$ cat src/rtl/video_timing_detect.sv
// Measures raster timing (H/V total, active, sync width) from hs/vs/de and reports lock.
// Frame commit at each vs rise; outputs update three clocks after vs reaches the input pins.
module video_timing_detect #(
  parameter int CNT_W = 16
) (
  input  logic             clk,
  input  logic             rst,
  input  logic             positive_hsync,
  input  logic             positive_vsync,
  input  logic             hs,
  input  logic             vs,
  input  logic             de,
  output logic [CNT_W-1:0] htotal,
  output logic [CNT_W-1:0] hactive,
  output logic [CNT_W-1:0] hsync_width,
  output logic [CNT_W-1:0] vtotal,
  output logic [CNT_W-1:0] vactive,
  output logic [CNT_W-1:0] vsync_width,
  output logic             valid,
  output logic             changed
);

  localparam logic [CNT_W-1:0] MAX = '1;
  localparam logic [CNT_W-1:0] ONE = CNT_W'(1);

  typedef struct packed {
    logic [CNT_W-1:0] hline;
    logic [CNT_W-1:0] hact;
    logic [CNT_W-1:0] hsw;
    logic [CNT_W-1:0] vline;
    logic [CNT_W-1:0] vact;
    logic [CNT_W-1:0] vsw;
  } timing_t;

  typedef enum logic [1:0] {SEARCH, MEASURE, LOCKED} state_t;

  logic w_hs_a, w_vs_a;
  logic r_hs_s1, r_hs_s2, r_vs_s1, r_vs_s2, r_de_s1, r_de_s2;
  logic w_hs_rise, w_hs_fall, w_vs_rise, w_vs_fall, w_de_rise, w_de_fall;

  logic [CNT_W-1:0] r_hcnt, r_hline, r_hsw, r_hsw_l, r_dew, r_hact_l;
  logic [CNT_W-1:0] r_vcnt, r_vline, r_vsw, r_vsw_l, r_vact, r_vact_l;
  logic             r_commit;

  timing_t w_cand, r_prev;
  state_t  r_state;
  logic    w_timeout, w_cand_sat;

  assign w_hs_a = ~(hs ^ positive_hsync);
  assign w_vs_a = ~(vs ^ positive_vsync);

  always_ff @(posedge clk) begin
    if (rst) begin
      r_hs_s1 <= 1'b0;
      r_hs_s2 <= 1'b0;
      r_vs_s1 <= 1'b0;
      r_vs_s2 <= 1'b0;
      r_de_s1 <= 1'b0;
      r_de_s2 <= 1'b0;
    end else begin
      r_hs_s1 <= w_hs_a;
      r_hs_s2 <= r_hs_s1;
      r_vs_s1 <= w_vs_a;
      r_vs_s2 <= r_vs_s1;
      r_de_s1 <= de;
      r_de_s2 <= r_de_s1;
    end
  end

  assign w_hs_rise = r_hs_s1 & ~r_hs_s2;
  assign w_hs_fall = ~r_hs_s1 & r_hs_s2;
  assign w_vs_rise = r_vs_s1 & ~r_vs_s2;
  assign w_vs_fall = ~r_vs_s1 & r_vs_s2;
  assign w_de_rise = r_de_s1 & ~r_de_s2;
  assign w_de_fall = ~r_de_s1 & r_de_s2;

  // Edges coinciding with a vs rise are credited to the frame that starts there.
  always_ff @(posedge clk) begin
    if (rst) begin
      r_hcnt   <= '0;
      r_hline  <= '0;
      r_hsw    <= '0;
      r_hsw_l  <= '0;
      r_dew    <= '0;
      r_hact_l <= '0;
      r_vcnt   <= '0;
      r_vline  <= '0;
      r_vsw    <= '0;
      r_vsw_l  <= '0;
      r_vact   <= '0;
      r_vact_l <= '0;
      r_commit <= 1'b0;
    end else begin
      if (w_hs_rise) begin
        r_hline <= r_hcnt;
        r_hcnt  <= ONE;
      end else if (r_hcnt != MAX) begin
        r_hcnt <= r_hcnt + ONE;
      end

      if (w_hs_fall) begin
        r_hsw_l <= r_hsw;
        r_hsw   <= '0;
      end else if (r_hs_s1 && r_hsw != MAX) begin
        r_hsw <= r_hsw + ONE;
      end

      if (w_de_fall) begin
        r_hact_l <= r_dew;
        r_dew    <= '0;
      end else if (r_de_s1 && r_dew != MAX) begin
        r_dew <= r_dew + ONE;
      end

      if (w_vs_rise) begin
        r_vline <= r_vcnt;
        r_vcnt  <= w_hs_rise ? ONE : '0;
      end else if (w_hs_rise && r_vcnt != MAX) begin
        r_vcnt <= r_vcnt + ONE;
      end

      if (w_vs_fall) begin
        r_vsw_l <= r_vsw;
        r_vsw   <= '0;
      end else if (w_hs_rise && r_vs_s1 && r_vsw != MAX) begin
        r_vsw <= r_vsw + ONE;
      end

      if (w_vs_rise) begin
        r_vact_l <= r_vact;
        r_vact   <= w_de_rise ? ONE : '0;
      end else if (w_de_rise && r_vact != MAX) begin
        r_vact <= r_vact + ONE;
      end

      r_commit <= w_vs_rise;
    end
  end

  assign w_cand     = {r_hline, r_hact_l, r_hsw_l, r_vline, r_vact_l, r_vsw_l};
  assign w_timeout  = (r_hcnt == MAX) || (r_vcnt == MAX);
  assign w_cand_sat = (r_hline == MAX) || (r_vline == MAX);

  // Commit runs one cycle after the vs rise so the latched tuple is complete.
  always_ff @(posedge clk) begin
    if (rst) begin
      r_state     <= SEARCH;
      r_prev      <= '0;
      htotal      <= '0;
      hactive     <= '0;
      hsync_width <= '0;
      vtotal      <= '0;
      vactive     <= '0;
      vsync_width <= '0;
      valid       <= 1'b0;
      changed     <= 1'b0;
    end else begin
      changed <= 1'b0;
      if (w_timeout) begin
        r_state     <= SEARCH;
        htotal      <= '0;
        hactive     <= '0;
        hsync_width <= '0;
        vtotal      <= '0;
        vactive     <= '0;
        vsync_width <= '0;
        valid       <= 1'b0;
        changed     <= valid;
      end else if (r_commit) begin
        case (r_state)
          SEARCH: begin
            r_prev  <= w_cand;
            r_state <= MEASURE;
          end
          MEASURE: begin
            if (w_cand == r_prev && !w_cand_sat) begin
              htotal      <= w_cand.hline;
              hactive     <= w_cand.hact;
              hsync_width <= w_cand.hsw;
              vtotal      <= w_cand.vline;
              vactive     <= w_cand.vact;
              vsync_width <= w_cand.vsw;
              valid       <= 1'b1;
              r_state     <= LOCKED;
            end else begin
              r_prev <= w_cand;
            end
          end
          LOCKED: begin
            if (w_cand != r_prev) begin
              valid   <= 1'b0;
              changed <= 1'b1;
              r_prev  <= w_cand;
              r_state <= MEASURE;
            end
          end
          default: r_state <= SEARCH;
        endcase
      end
    end
  end

endmodule

$ cat config.mk
export PLATFORM = sky130hd
export DESIGN_NAME = video_timing_detect
export DESIGN_NICKNAME = d
export VERILOG_FILES = /design/src/rtl/video_timing_detect.sv
export SDC_FILE = /design/constraint.sdc
export NUM_CORES = 1
export LEC_CHECK = 0
export BUFFER_PORTS_ARGS = -buffer_cell sky130_fd_sc_hd__clkbuf_2
export CAP_MARGIN = 20
export CORE_MARGIN = 4
export CORE_UTILIZATION = 50
export CTS_BUF_LIST = sky130_fd_sc_hd__clkbuf_4 sky130_fd_sc_hd__clkbuf_8
export DETAILED_ROUTE_END_ITERATION = 10
export PLACE_DENSITY = 0.75
export SETUP_SLACK_MARGIN = 0.3
export SLEW_MARGIN = 20
export SYNTH_ARGS = -nofsm -noshare
export SYNTH_HDL_FRONTEND = slang
export SYNTH_SLANG_ARGS = --single-unit
$ cat constraint.sdc
create_clock -name clk -period 6.8 [get_ports clk]
set_input_delay 1.02 -clock clk [delete_from_list [all_inputs] [get_ports clk]]
set_output_delay 1.02 -clock clk [all_outputs]
set_load 0.01 [all_outputs]
After elaboration in Yosys (flattened, before gate mapping)
Index checks and enable logic that the tools add are counted.
Widths: inputs -> output; s select.
{"block": "totals", "out_inout_bits": 98, "inputBits": 7, "regBits": 395, "word_cells": 121}
{"block": "classes", "bitwise": 17, "reduce_logical": 25, "n_eq_ne": 17, "add_sub_neg": 6, "n_mux": 21}
{"cell": "$pmux 96 s3", "n": 1}
{"cell": "$mux 96", "n": 2}
{"cell": "$add 16x1->16 const B", "n": 6}
{"cell": "$eq 96x96->1", "n": 1}
{"cell": "$ne 16x16->1 const B", "n": 6}
{"cell": "$ne 96x96->1", "n": 1}
{"cell": "$eq 16x16->1 const B", "n": 4}
{"cell": "$mux 16", "n": 4}
{"cell": "$mux 1", "n": 10}
{"cell": "$reduce_or 2->1", "n": 5}
{"cell": "$not 1->1", "n": 9}
{"cell": "$reduce_bool 2->1", "n": 4}
{"cell": "$logic_and 1x1->1", "n": 7}
{"cell": "$and 1x1->1", "n": 6}
{"cell": "$ne 2x2->1 const B", "n": 3}
{"cell": "$pmux 2 s3", "n": 1}
{"cell": "$reduce_and 3->1", "n": 2}
{"cell": "$reduce_and 5->1", "n": 1}
{"cell": "$mux 2", "n": 2}
{"cell": "$reduce_and 4->1", "n": 1}
{"cell": "$reduce_bool 3->1", "n": 1}
{"cell": "$eq 2x1->1 const B", "n": 1}
{"cell": "$eq 2x2->1 const B", "n": 1}
{"cell": "$logic_not 2->1", "n": 1}
{"cell": "other kinds (4)", "n": 6}

Longest topological paths before layout
{"block": "depth", "word_depth": 6, "depth_mapped": 12, "mapped_depth_nobuf": 8}

Worst setup path before layout
Ideal clock, no wire load.
{"block": "synth_timing", "path_type": "register to register", "startpoint": "register r_hcnt[0]", "endpoint": "register r_prev[10] in the netlist's numbering", "t_arrival_ps": 2308, "synth_period_minus_slack_ps": 2379, "t_required_ps": 6730, "stages_incl_launch_ff": 13, "setup_slack_ps": 4421, "setup_ps": 70, "path_buffers": 4, "cell_sequence": "dfxtp_1 -> ha_1 -> and2_1 -> nor4b_2 -> nand2b_1 -> buf_2 -> o41a_1 -> o311ai_2 -> buf_6 -> buf_2 -> buf_2 -> or3_1 -> a21oi_1"}
{"block": "synth_between", "elab_chain_len": 4}
{"element": "start: declaration", "line": "41", "source": "logic [CNT_W-1:0] r_hcnt, r_hline, r_hsw, r_hsw_l, r_dew, r_hact_l;"}
{"element": "start signal: assignment", "line": "98", "source": "r_hcnt <= r_hcnt + ONE;"}
{"element": "$eq 16x16->1", "line": "141", "source": "assign w_timeout = (r_hcnt == MAX) || (r_vcnt == MAX);"}
{"element": "$logic_or 1x1->1", "line": "141"}
{"element": "$not 1->1 (no line)"}
{"element": "$reduce_and 5->1 (no line)"}
{"element": "end signal: assignment", "line": "172", "source": "r_prev <= w_cand;"}
{"element": "end signal: assignment", "line": "186", "source": "r_prev <= w_cand;"}
{"element": "end signal: assignment", "line": "193", "source": "r_prev <= w_cand;"}
{"element": "end: declaration", "line": "45", "source": "timing_t w_cand, r_prev;"}
No other way between the ends.
A chain may end at the register's enable or synchronous reset.

Final worst setup path
{"block": "layout_timing", "startpoint": "register r_vline[2]", "endpoint": "register r_prev[62] in the netlist's numbering"}
{"block": "layout_between", "elab_chain_len": 6, "word_cells_on_any_way": 9, "cone_classes": "eq/ne (5); reduce/logical (4)"}
{"element": "start: declaration", "line": "42", "source": "logic [CNT_W-1:0] r_vcnt, r_vline, r_vsw, r_vsw_l, r_vact, r_vact_l;"}
{"element": "start signal: assignment", "line": "116", "source": "r_vline <= r_vcnt;"}
{"element": "$eq 16x16->1", "line": "142", "source": "assign w_cand_sat = (r_hline == MAX) || (r_vline == MAX);"}
{"element": "$logic_or 1x1->1", "line": "142"}
{"element": "$logic_not 1->1", "line": "176", "source": "if (w_cand == r_prev && !w_cand_sat) begin"}
{"element": "$logic_and 1x1->1", "line": "176"}
{"element": "$ne 2x2->1 (no line)"}
{"element": "$reduce_and 5->1 (no line) (*)"}
Mark *: on every way between the ends. The rest lies on a longest branch, timed or not.

==> impl_metrics.toml <==
[cts]
cts-buffers-inserted = 61
ctsHoldBuffers = 0
htreeDepth = 2
clock_sinks = 395
cts_buffer_depth = 3
cts_root_buf = "clkbuf_8"
cts_resized = 0
post_cts_buffers = 0
clk_pin_slew_ps = 60
cts_tree = "yes"
clk_latency_ps = 610

[critical_path]
reg2reg_from = "r_vline[2]$_SDFFE_PP0P_"
critical_path.max_fanout = 97
timing.rr.end = "r_prev[62]$_SDFFE_PP0P_"
crit_arrival_ps = 4220
critical_path.cell_chain = "xnor2_1 -> nand4_1 -> nor4_1 -> nand4_1 -> o31ai_4 -> buf_4 -> buf_4 -> o21ai_0 -> a21oi_1"
cp-start-kind = "flop"
r2r_cells = 9
required_ps = 7320
slowest_stage = "buf_4"
crit_type = "reg -> reg"
regToRegSetupSlack_ps = 3110
endpoint_kind = "flop"
max_stage_delay_ps = 710

[floorplan]
pin_count = 105
coreArea_um2 = 32450
rows = 66
die_h_um = 189.0
start_util_pct = 50.50
die_w_um = 189.0
die_area_um2 = 35740

[logic_synthesis]
synthMostInstantiatedCell = "dfxtp_1"
yosys_register_bits = 395
yosysSeqAreaShare_pct = 48.25
synth-edff-count = 0
synth.top_cell.area_share_pct = 48.25
synth_common_cells = "dfxtp_1, nand2_1, nor2_1"
synthesis.nets = 1925
syn-cell-area_um2 = 16390
yosysTopAreaCell = "dfxtp_1"
yosysUniqueCellTypes = 51
synthArstFlopShare_pct = 0
synthTopCellsByArea = "dfxtp_1, xnor2_1, mux2i_1, a21oi_1, nand2_1"
ys.flop_type = "dfxtp_1"
yosys_warnings = 0
synthCells = 1912
avgSynthCellArea_um2 = 8.571

[min_path]
holdCritPathClass = "reg -> reg"
worstHoldStart = "r_state[1]$_SDFFE_PP0P_"
hold_end = "r_state[1]$_SDFFE_PP0P_"
whs_path_depth = 2

[detailed_routing]
vias_per_cell = 5.393
drc = 0
routedWlPerCell_um = 15.90
drtAntennaViolNets = 0
vias = 13270
dr.first_iter.drc_count = 1044
wl_um = 39120
first_pass_iters = 5

[flow_run]
drv_cap = 0

[sta]
rsz0062_at_grt = "no"
finalSetupTns_ps = 0
fin_ws_ps = 3106
hold_viol = 0
finalCritPeriodShare_pct = 54.33
fmax_mhz = 270.7
fin_crit_ps = 3694
worst_pin_slew_ps = 993.2
whs_ps = 473.4
slew_violations = 0
slew_headroom_pct = 32.08
setup_viol = 0
skew_ps = 19.20

[power_and_ir_drop]
clockPowerShare_pct = 45.7
vdd_drop_max_uv = 145.7
p_leak_uw = 0.006983
power_density_nw_per_um2 = 248.2
internal_power_uw = 3549
pwr-share-comb_pct = 3.2
share_seq_of_total_power_pct = 51.1
p_switching_uw = 1027
swShare_pct = 22.43

[place]
placed_cells_incl_taps = 2351
placed_area_um2 = 17100
gp_congestion = 0.8578
hpwl_um = 26420
pre_cts_ws_ps = 3198
io_buffers = 104

[layout]
seq_area_um2 = 7908
antenna_cells = 0
fin_cells = 2460
final_area_um2 = 18430
syn_to_final_growth_pct = 12.48
nets = 1985
multi_input_area_um2 = 7600
nFillCells = 2839
layout-drive-gt1-share_pct = 11.89

[run_status]
status = "finished, final reports clean"

[grt]
grt_max_degree = 98
grt_pass1_wl_um = 63260
grt_util_all_layers_pct = 21.23
antenna_found_initial = 0
grt-ovfl-total = 0
first_global_vias = 12400
==> final cells by class <==
type                    instances  share of cell area, %
clock buffers                  97                  6.530
clock inverters                12                 0.6109
inverters                     114                  2.321
multi-input cells            1285                  41.23
flip-flops and latches        395                  42.90
well taps                     442                  3.000
repair buffers                115                  3.414
==> how the worst max path moves through the flow <==
stage | startpoint | to | slack (ps)
after floorplan | r_hcnt[0]$_SDFFE_PP0P_ | r_prev[10]$_SDFFE_PP0P_ | 4420
after global placement | r_vline[2]$_SDFFE_PP0P_ | r_prev[60]$_SDFFE_PP0P_ | 3330
after detailed placement | r_hsw_l[1]$_SDFFE_PP0P_ | r_prev[41]$_SDFFE_PP0P_ | 3200
after CTS | r_hsw_l[1]$_SDFFE_PP0P_ | r_prev[41]$_SDFFE_PP0P_ | 3190
after global routing | r_vact_l[1]$_SDFFE_PP0P_ | r_prev[12]$_SDFFE_PP0P_ | 2760
final | r_vline[2]$_SDFFE_PP0P_ | r_prev[62]$_SDFFE_PP0P_ | 3110
==> registers in the layout, summed over array words and instances (netlist names), 2 cells and up <==
name,flops
r_vsw_l,16
r_hsw,16
r_vsw,16
r_vline,16
vtotal,16
r_vact_l,16
hsync_width,16
r_hcnt,16
hactive,16
htotal,16
r_hact_l,16
r_dew,16
vsync_width,16
r_vact,16
r_hsw_l,16
r_hline,16
r_prev,96
r_vcnt,16
vactive,16
r_state,2
==> layout by cell type (no fill, tap or decap), drive strengths merged, types with 48 or more instances in the layout <==
cell    instances
o21ai         144
dfxtp         395
a21oi         181
nand4          55
xnor2         120
nand2         201
xor2           48
mux2i         101
nor2          188
clkbuf        200
inv           113
or3           107
==> stage by stage <==
step                      power [uW]  utilization (%)
after CTS                       4617            56.76
after global routing            4727            56.80
after floorplan                 2497                -
after detailed placement        2535            52.70
final                           4576            56.80
after global placement          2529            52.62
==> critical path: cells and delay by family (launching register included) <==
family,cells,cell delay [ps]
compound gates,3,630
xor+xnor,1,460
buf+inv,2,1320
flops,1,370
simple gates,3,780
==> power by group through the flow <==
stage | Combinational [uW] | Sequential (uW) | Clock (uW)
after floorplan | 113 | 2380 | 0
after global placement | 140 | 2390 | 0
after detailed placement | 145 | 2390 | 0
after CTS | 146 | 2340 | 2130
after global routing | 162 | 2340 | 2230
final | 147 | 2340 | 2090
==> cells by family (layout without fill, tap and decap cells) <==
kind of cell / after synthesis / in the layout / share of synthesized area [%]
AND/OR/NAND/NOR: 662 / 662 / 19.25
XOR/XNOR: 168 / 168 / 8.978
buffers and inverters: 232 / 338 / 5.680
adder cells (fa/ha/maj): 6 / 6 / 0.4581
AO/OA/AOI/OAI: 348 / 348 / 11.21
flip-flops: 395 / 395 / 48.25
multiplexers: 101 / 101 / 6.169
==> per-layer routing <==
metal	GRT usage, %	vias up	wire [um]
met2	33.85	318	17710
met5	0	-	0
li1	-	6562	-
met4	8.716	0	1469
met3	4.111	82	2317
met1	28.45	6305	17630
No activity file was read; power rests on OpenSTA's default activity.
